File: config.mk
export PLATFORM = sky130hd
export DESIGN_NAME = prga_enc
export DESIGN_NICKNAME = d
export VERILOG_FILES = /design/src/rtl/prga_enc.sv
export SDC_FILE = /design/constraint.sdc
export NUM_CORES = 1
export LEC_CHECK = 0
export CAP_MARGIN = 10
export CORE_ASPECT_RATIO = 2
export CORE_MARGIN = 2
export CORE_UTILIZATION = 50
export DETAILED_ROUTE_END_ITERATION = 8
export GPL_TIMING_DRIVEN = 0
export HOLD_SLACK_MARGIN = 0.05
export PLACE_DENSITY = 0.75
export SLEW_MARGIN = 40
export SYNTH_ARGS = -nofsm -noshare
export SYNTH_HDL_FRONTEND = slang
export SYNTH_SLANG_ARGS = --single-unit
File: constraint.sdc
create_clock -name clk -period 6.16 [get_ports clk]
set_input_delay 1.848 -clock clk [delete_from_list [all_inputs] [get_ports clk]]
set_output_delay 1.848 -clock clk [all_outputs]
set_load 0.05 [all_outputs]
File: src/rtl/prga_enc.sv
// ARC4 keystream encryptor: walks a length-prefixed plaintext, advances the
// PRGA on the shared S-box (swapping in place) and writes pt^pad to ct.
module prga_enc (
   input  logic       clk,
   input  logic       rst_n,
   input  logic       en,
   output logic       rdy,
   output logic [7:0] s_addr,
   input  logic [7:0] s_rddata,
   output logic [7:0] s_wrdata,
   output logic       s_wren,
   output logic [7:0] pt_addr,
   input  logic [7:0] pt_rddata,
   output logic [7:0] ct_addr,
   output logic [7:0] ct_wrdata,
   output logic       ct_wren
);

   typedef enum logic [3:0] {
      IDLE, RD_LEN, WAIT_LEN, WR_LEN,
      RD_SI, WAIT_SI, RD_SJ, WAIT_SJ,
      WR_SI, WR_SJ, RD_PAD, WAIT_PAD, WR_CT, DONE
   } state_t;

   state_t     state_reg, state_next;
   logic [7:0] i_reg, i_next, j_reg, j_next, k_reg, k_next;
   logic [7:0] len_reg, len_next, si_reg, si_next, sj_reg, sj_next;

   logic       rdy_reg, rdy_next;
   logic [7:0] s_addr_reg, s_addr_next, s_wrdata_reg, s_wrdata_next;
   logic       s_wren_reg, s_wren_next;
   logic [7:0] pt_addr_reg, pt_addr_next;
   logic [7:0] ct_addr_reg, ct_addr_next, ct_wrdata_reg, ct_wrdata_next;
   logic       ct_wren_reg, ct_wren_next;

   always_ff @(posedge clk or negedge rst_n) begin
      if (!rst_n) begin
         state_reg     <= IDLE;
         i_reg         <= '0;
         j_reg         <= '0;
         k_reg         <= '0;
         len_reg       <= '0;
         si_reg        <= '0;
         sj_reg        <= '0;
         rdy_reg       <= 1'b0;
         s_addr_reg    <= '0;
         s_wrdata_reg  <= '0;
         s_wren_reg    <= 1'b0;
         pt_addr_reg   <= '0;
         ct_addr_reg   <= '0;
         ct_wrdata_reg <= '0;
         ct_wren_reg   <= 1'b0;
      end else begin
         state_reg     <= state_next;
         i_reg         <= i_next;
         j_reg         <= j_next;
         k_reg         <= k_next;
         len_reg       <= len_next;
         si_reg        <= si_next;
         sj_reg        <= sj_next;
         rdy_reg       <= rdy_next;
         s_addr_reg    <= s_addr_next;
         s_wrdata_reg  <= s_wrdata_next;
         s_wren_reg    <= s_wren_next;
         pt_addr_reg   <= pt_addr_next;
         ct_addr_reg   <= ct_addr_next;
         ct_wrdata_reg <= ct_wrdata_next;
         ct_wren_reg   <= ct_wren_next;
      end
   end

   always_comb begin
      state_next = state_reg;
      case (state_reg)
         IDLE:     if (en && rdy_reg) state_next = RD_LEN;
         RD_LEN:   state_next = WAIT_LEN;
         WAIT_LEN: state_next = WR_LEN;
         WR_LEN:   state_next = (len_reg == 8'd0) ? DONE : RD_SI;
         RD_SI:    state_next = WAIT_SI;
         WAIT_SI:  state_next = RD_SJ;
         RD_SJ:    state_next = WAIT_SJ;
         WAIT_SJ:  state_next = WR_SI;
         WR_SI:    state_next = WR_SJ;
         WR_SJ:    state_next = RD_PAD;
         RD_PAD:   state_next = WAIT_PAD;
         WAIT_PAD: state_next = WR_CT;
         WR_CT:    state_next = (k_reg == len_reg) ? DONE : RD_SI;
         DONE:     state_next = IDLE;
         default:  state_next = IDLE;
      endcase
   end

   // Outputs are computed for the state being entered so every port is a flop.
   always_comb begin
      i_next         = i_reg;
      j_next         = j_reg;
      k_next         = k_reg;
      len_next       = len_reg;
      si_next        = si_reg;
      sj_next        = sj_reg;
      rdy_next       = (state_next == IDLE);
      s_addr_next    = '0;
      s_wrdata_next  = '0;
      s_wren_next    = 1'b0;
      pt_addr_next   = '0;
      ct_addr_next   = '0;
      ct_wrdata_next = '0;
      ct_wren_next   = 1'b0;

      if (state_reg == IDLE && state_next == RD_LEN) begin
         i_next = '0;
         j_next = '0;
         k_next = 8'd1;
      end
      if (state_reg == WAIT_LEN) len_next = pt_rddata;
      if (state_reg == WAIT_SI) begin
         si_next = s_rddata;
         j_next  = j_reg + s_rddata;
      end
      if (state_reg == WAIT_SJ) sj_next = s_rddata;
      if (state_reg == WR_CT && state_next == RD_SI) k_next = k_reg + 8'd1;
      if (state_next == RD_SI) i_next = i_reg + 8'd1;

      case (state_next)
         WR_LEN: begin
            ct_wrdata_next = len_next;
            ct_wren_next   = 1'b1;
         end
         RD_SI:  s_addr_next = i_next;
         RD_SJ:  s_addr_next = j_next;
         WR_SI: begin
            s_addr_next   = i_reg;
            s_wrdata_next = sj_next;
            s_wren_next   = 1'b1;
         end
         WR_SJ: begin
            s_addr_next   = j_reg;
            s_wrdata_next = si_reg;
            s_wren_next   = 1'b1;
         end
         // Issued after both swap writes, so the pad sees the swapped S.
         RD_PAD: begin
            s_addr_next  = si_reg + sj_reg;
            pt_addr_next = k_reg;
         end
         WR_CT: begin
            ct_addr_next   = k_reg;
            ct_wrdata_next = s_rddata ^ pt_rddata;
            ct_wren_next   = 1'b1;
         end
         default: ;
      endcase
   end

   assign rdy       = rdy_reg;
   assign s_addr    = s_addr_reg;
   assign s_wrdata  = s_wrdata_reg;
   assign s_wren    = s_wren_reg;
   assign pt_addr   = pt_addr_reg;
   assign ct_addr   = ct_addr_reg;
   assign ct_wrdata = ct_wrdata_reg;
   assign ct_wren   = ct_wren_reg;

endmodule

Word-level counts from Yosys, hierarchy flattened

Cells that the tools add are included.

Add/sub/neg operators: 4
Multiply operators: 0
Div/mod/pow operators: 0
$lt $le $gt $ge: 0
Equal/unequal tests: 21
Shifts and indexed selects: 0
Muxes and demuxes: 19
Bitwise gates (word level): 1
Reductions and logical operators: 9

Operators by type and width:

| kind                  | number |
|---|---|
| $mux W8               | 10 |
| $pmux W4 S13          | 1 |
| $pmux W8 S5           | 1 |
| $eq A4 B4 Y1 const B  | 9 |
| $pmux W8 S2           | 2 |
| $eq A4 B3 Y1 const B  | 6 |
| $add A8 B1 Y8 const B | 2 |
| $add A8 B8 Y8         | 2 |
| $eq A4 B2 Y1 const B  | 3 |
| $mux W4               | 3 |
| $eq A4 B1 Y1 const B  | 2 |
| $eq A8 B8 Y1          | 1 |
| $logic_not A4 Y1      | 2 |
| $logic_not A8 Y1      | 1 |
| $xor A8 B8 Y8         | 1 |
| $reduce_or A2 Y1      | 2 |
| $logic_and A1 B1 Y1   | 3 |
| $mux W1               | 2 |
| $reduce_bool A2 Y1    | 1 |

Flip-flop bits (word level): 95
Bits in latches: 0
Memory bits (writable): 0
Memory bits (read-only): 0
Input port bits: 19
Output and inout port bits: 43
Word-level logic and storage cells: 69
Memories: 0

Depth between registers and ports, before layout

Depth after elaboration: 8
Gate-level depth with buffers: 8
Mapped depth without buffers: 8

Least setup slack after synthesis

Ideal clock, no wire load.

Kind: input port to flip-flop
From: input s_rddata[0]
To: register s_addr_reg[6], in the netlist s_addr[6]
Setup time: 0.129 ns
Arrival: 3.406 ns
Required time: 6.031 ns
Path slack: 2.625 ns
Stages on the path: 8
Buffers on the path: 0
Path through: ha_1 -> fa_1 -> a211oi_1 -> o21bai_1 -> a21oi_1 -> xor2_1 -> nor2_1 -> a2111o_1

Word-level cells in the longest chain between the ends: 3

RTL lines:

| item                 | RTL line | RTL |
|---|---|---|
| start, declared      | 9        | `input logic [7:0] s_rddata,` |
| $add A8 B8 Y8        | 118      | `j_next = j_reg + s_rddata;` |
| $mux W8              | 116      | `if (state_reg == WAIT_SI) begin` |
| $pmux W8 S5          | 124      | `case (state_next)` |
| net s_addr_next[6]   | 30       | `logic [7:0] s_addr_reg, s_addr_next, s_wrdata_reg, s_wrdata_next;` |
| end signal, assigned | 62       | `s_addr_reg <= s_addr_next;` |
| end, declared        | 30       |  |

The timed path passes the listed nets, and every way through them passes these cells.
A chain may end at the register's enable or synchronous reset.

Final worst setup path

From: input s_rddata[0]
To: register s_addr_reg[4], in the netlist s_addr[4]

The elaborated chain is that of the path after synthesis.

==> results_dict.tcl <==
set metrics [dict create \
    grt_overflow 0 \
    synth-async-reset-ratio_pct 100 \
    ant_nets 0 \
    htreeDepth 3 \
    cts_root_buf "clkbuf_16" \
    cap_violations 0 \
    ys_seq_elements 95 \
    initial_core_util_pct 51.7 \
    cts.repair.resized 0 \
    arrival_ps 4240 \
    fill_cells 711 \
    cts.clk_slew.worst_paths_ps 60 \
    grt_pass1_wl_um 18000 \
    grt_max_degree 51 \
    totalWireLength_um 11300 \
    syn_area_per_cell_um2 10.9 \
    critPathRequiredTime_ps 6360 \
    placed_area_um2 5430 \
    outcome "completed" \
    crit_path_end_kind "register" \
    gp_congestion 0.862 \
    ys.flop_type "dfrtp_1" \
    core_um2 9010 \
    boundaryPins 62 \
    hold_viol 0 \
    cts_buffer_depth 2 \
    min_path_type "reg2reg" \
    min_period_ps 4040 \
    postSynthCellCount 427 \
    slew_headroom_pct 57.2 \
    post_cts_buffers 0 \
    timing.final.crit_share_pct 65.6 \
    rsz0062_at_grt "false" \
    stdcell_count 606 \
    nNetsFinal 537 \
    max_freq_mhz 248 \
    worstMarginPinSlew_ps 639 \
    drt-vias-per-instance 5.80 \
    grt.total_usage_pct 23.6 \
    fp.dieArea_um2 10200 \
    cts_tree "built" \
    slew_viol_final 0 \
    diodes 0 \
    netlist_area_um2 4660 \
    yosysSeqAreaShare_pct 51.0 \
    drtIter0Drc 194 \
    area_growth_pct 22.9 \
    cp-start-kind "input port" \
    post_drt_wl_per_cell_um 18.6 \
    layout-drive-gt1-share_pct 12.7 \
    clock_latency_ps 340 \
    rr_worst_depth 8 \
    yosys_warnings 0 \
    grt_pass1_vias 3694 \
    dieHeight_um 141 \
    ir_worst_vdd_mv 0.366 \
    dp_cells 591 \
    final_area_um2 5720 \
    synth.net_count 464 \
    setup_viol 0 \
    synth_edf_count 0 \
    num_vias 3517 \
    dp_hpwl_um 8430 \
    worstPathMaxFanout 6 \
    numCtsBuffers 9 \
    power.density_nw_per_um2 520 \
    power_leakage_nw 2.66 \
    io_buffers 61 \
    ctsHoldBuffers 0 \
    antenna_found_initial 0 \
    synth.distinct_cells 56 \
    dieWidth_um 72.3 \
    min_path_cells 1 \
    drt-pass1-iter-count 4 \
    skew_ps 6.91 \
    drcViolationCount 0 \
    worst-setup-path-type "in2reg" \
    core.rowCount 49 \
    numClockSinks 95 \
]
critical path: stages:
cell             delay (ps)
clkdlybuf4s50_1         560
ha_1                    330
fa_1                    430
a21o_1                  180
a21oi_1                 160
xnor2_1                 110
a22o_1                  190
a221oi_1                260
o21ai_0                 150
Yosys cell counts (3+ instances only):
cell type,instances,area [um^2]
and2_1,4,25.0
xnor2_1,16,140
o21bai_1,6,45.0
nor2_1,27,101
a211o_1,3,26.3
clkbuf_1,6,22.5
nand3_1,11,55.1
ha_1,16,200
a211oi_1,3,22.5
nor2_2,3,18.8
nand2_1,48,180
inv_1,6,22.5
buf_2,4,20.0
a21oi_1,17,85.1
nand2b_1,8,50.1
a21o_1,8,60.1
o21ai_0,27,135
nor3_1,6,30.0
mux2_2,16,180
buf_6,7,78.8
dfrtp_1,95,2380
xor2_1,12,105
a22oi_1,3,22.5
a22o_1,18,158
and3_1,15,93.8
area by class of cell:
class | instances | area (um^2) | share of cell area [%]
plain buffers | 19 | 134 | 2.34
clock buffers | 10 | 239 | 4.18
clock inverters | 5 | 58.8 | 1.03
inverters | 6 | 22.5 | 0.394
multi-input cells | 307 | 2120 | 37.1
flip-flops and latches | 95 | 2380 | 41.5
well taps | 102 | 128 | 2.23
repair buffers | 62 | 639 | 11.2
power by group:
part	total, mW	internal [mW]	switching [mW]
registers	0.992	0.826	0.166
logic	1.43	0.592	0.838
clock network	0.557	0.323	0.233
total	2.98	1.74	1.24
per-layer routing:
metal  track usage, %  vias to the layer above  share of wire (%)
li1                 -                     1652                  -
met1             23.0                     1709                 34
met2             43.9                      114                 56
met3             4.03                       42                3.5
met4             14.7                        0                5.8
met5                0                        -                  0
layout by cell type (no fill, tap or decap), types with 8 or more instances in the layout:
cell type	Yosys	layout
dfrtp_1	95	95
clkdlybuf4s50_1	0	60
nand2_1	48	48
nor2_1	27	27
o21ai_0	27	27
a22o_1	18	18
a21oi_1	17	17
xnor2_1	16	16
mux2_2	16	16
ha_1	16	16
and3_1	15	15
xor2_1	12	12
nand3_1	11	11
clkbuf_16	0	9
buf_6	7	8
nand2b_1	8	8
a21o_1	8	8
stage by stage:
step           power, mW  setup slack, ps  util, %  hold WS (ps)  setup TNS, ps
3_5_place_dp        2.41             1790     60.2           497              0
2_1_floorplan       1.99             2630        -           472              0
6_report            2.98             2120     63.5           511              0
3_3_place_gp        2.37             -185     59.9           493         -16650
5_1_grt             3.14             2020     63.5           531              0
4_1_cts             2.98             2150     63.5           513              0
worst paths after layout:
path                              from      endpoint  slack [ps]
max                        s_rddata[0]     s_addr[4]        2120
min                          sj_reg[5]     sj_reg[5]         510
max reg2reg                  si_reg[0]     s_addr[6]        3710
min reg2reg                  sj_reg[5]     sj_reg[5]         510
max in group asynchronous        rst_n  state_reg[0]        4150
min in group asynchronous        rst_n      k_reg[3]        1420
kinds of logic (layout without fill, tap and decap cells):
kind of cell	count (synthesis)	count (layout)	share of synthesized area (%)
and+or+nand+nor	140	140	15.1
DFF	95	95	51.0
adders and majority gates	18	18	5.16
buffers and inverters	25	102	3.36
xor gates and xnor gates	29	29	5.61
AOI/OAI and AO/OA	102	102	15.3
muxes	18	18	4.40
(Power assumes the default switching activity.)
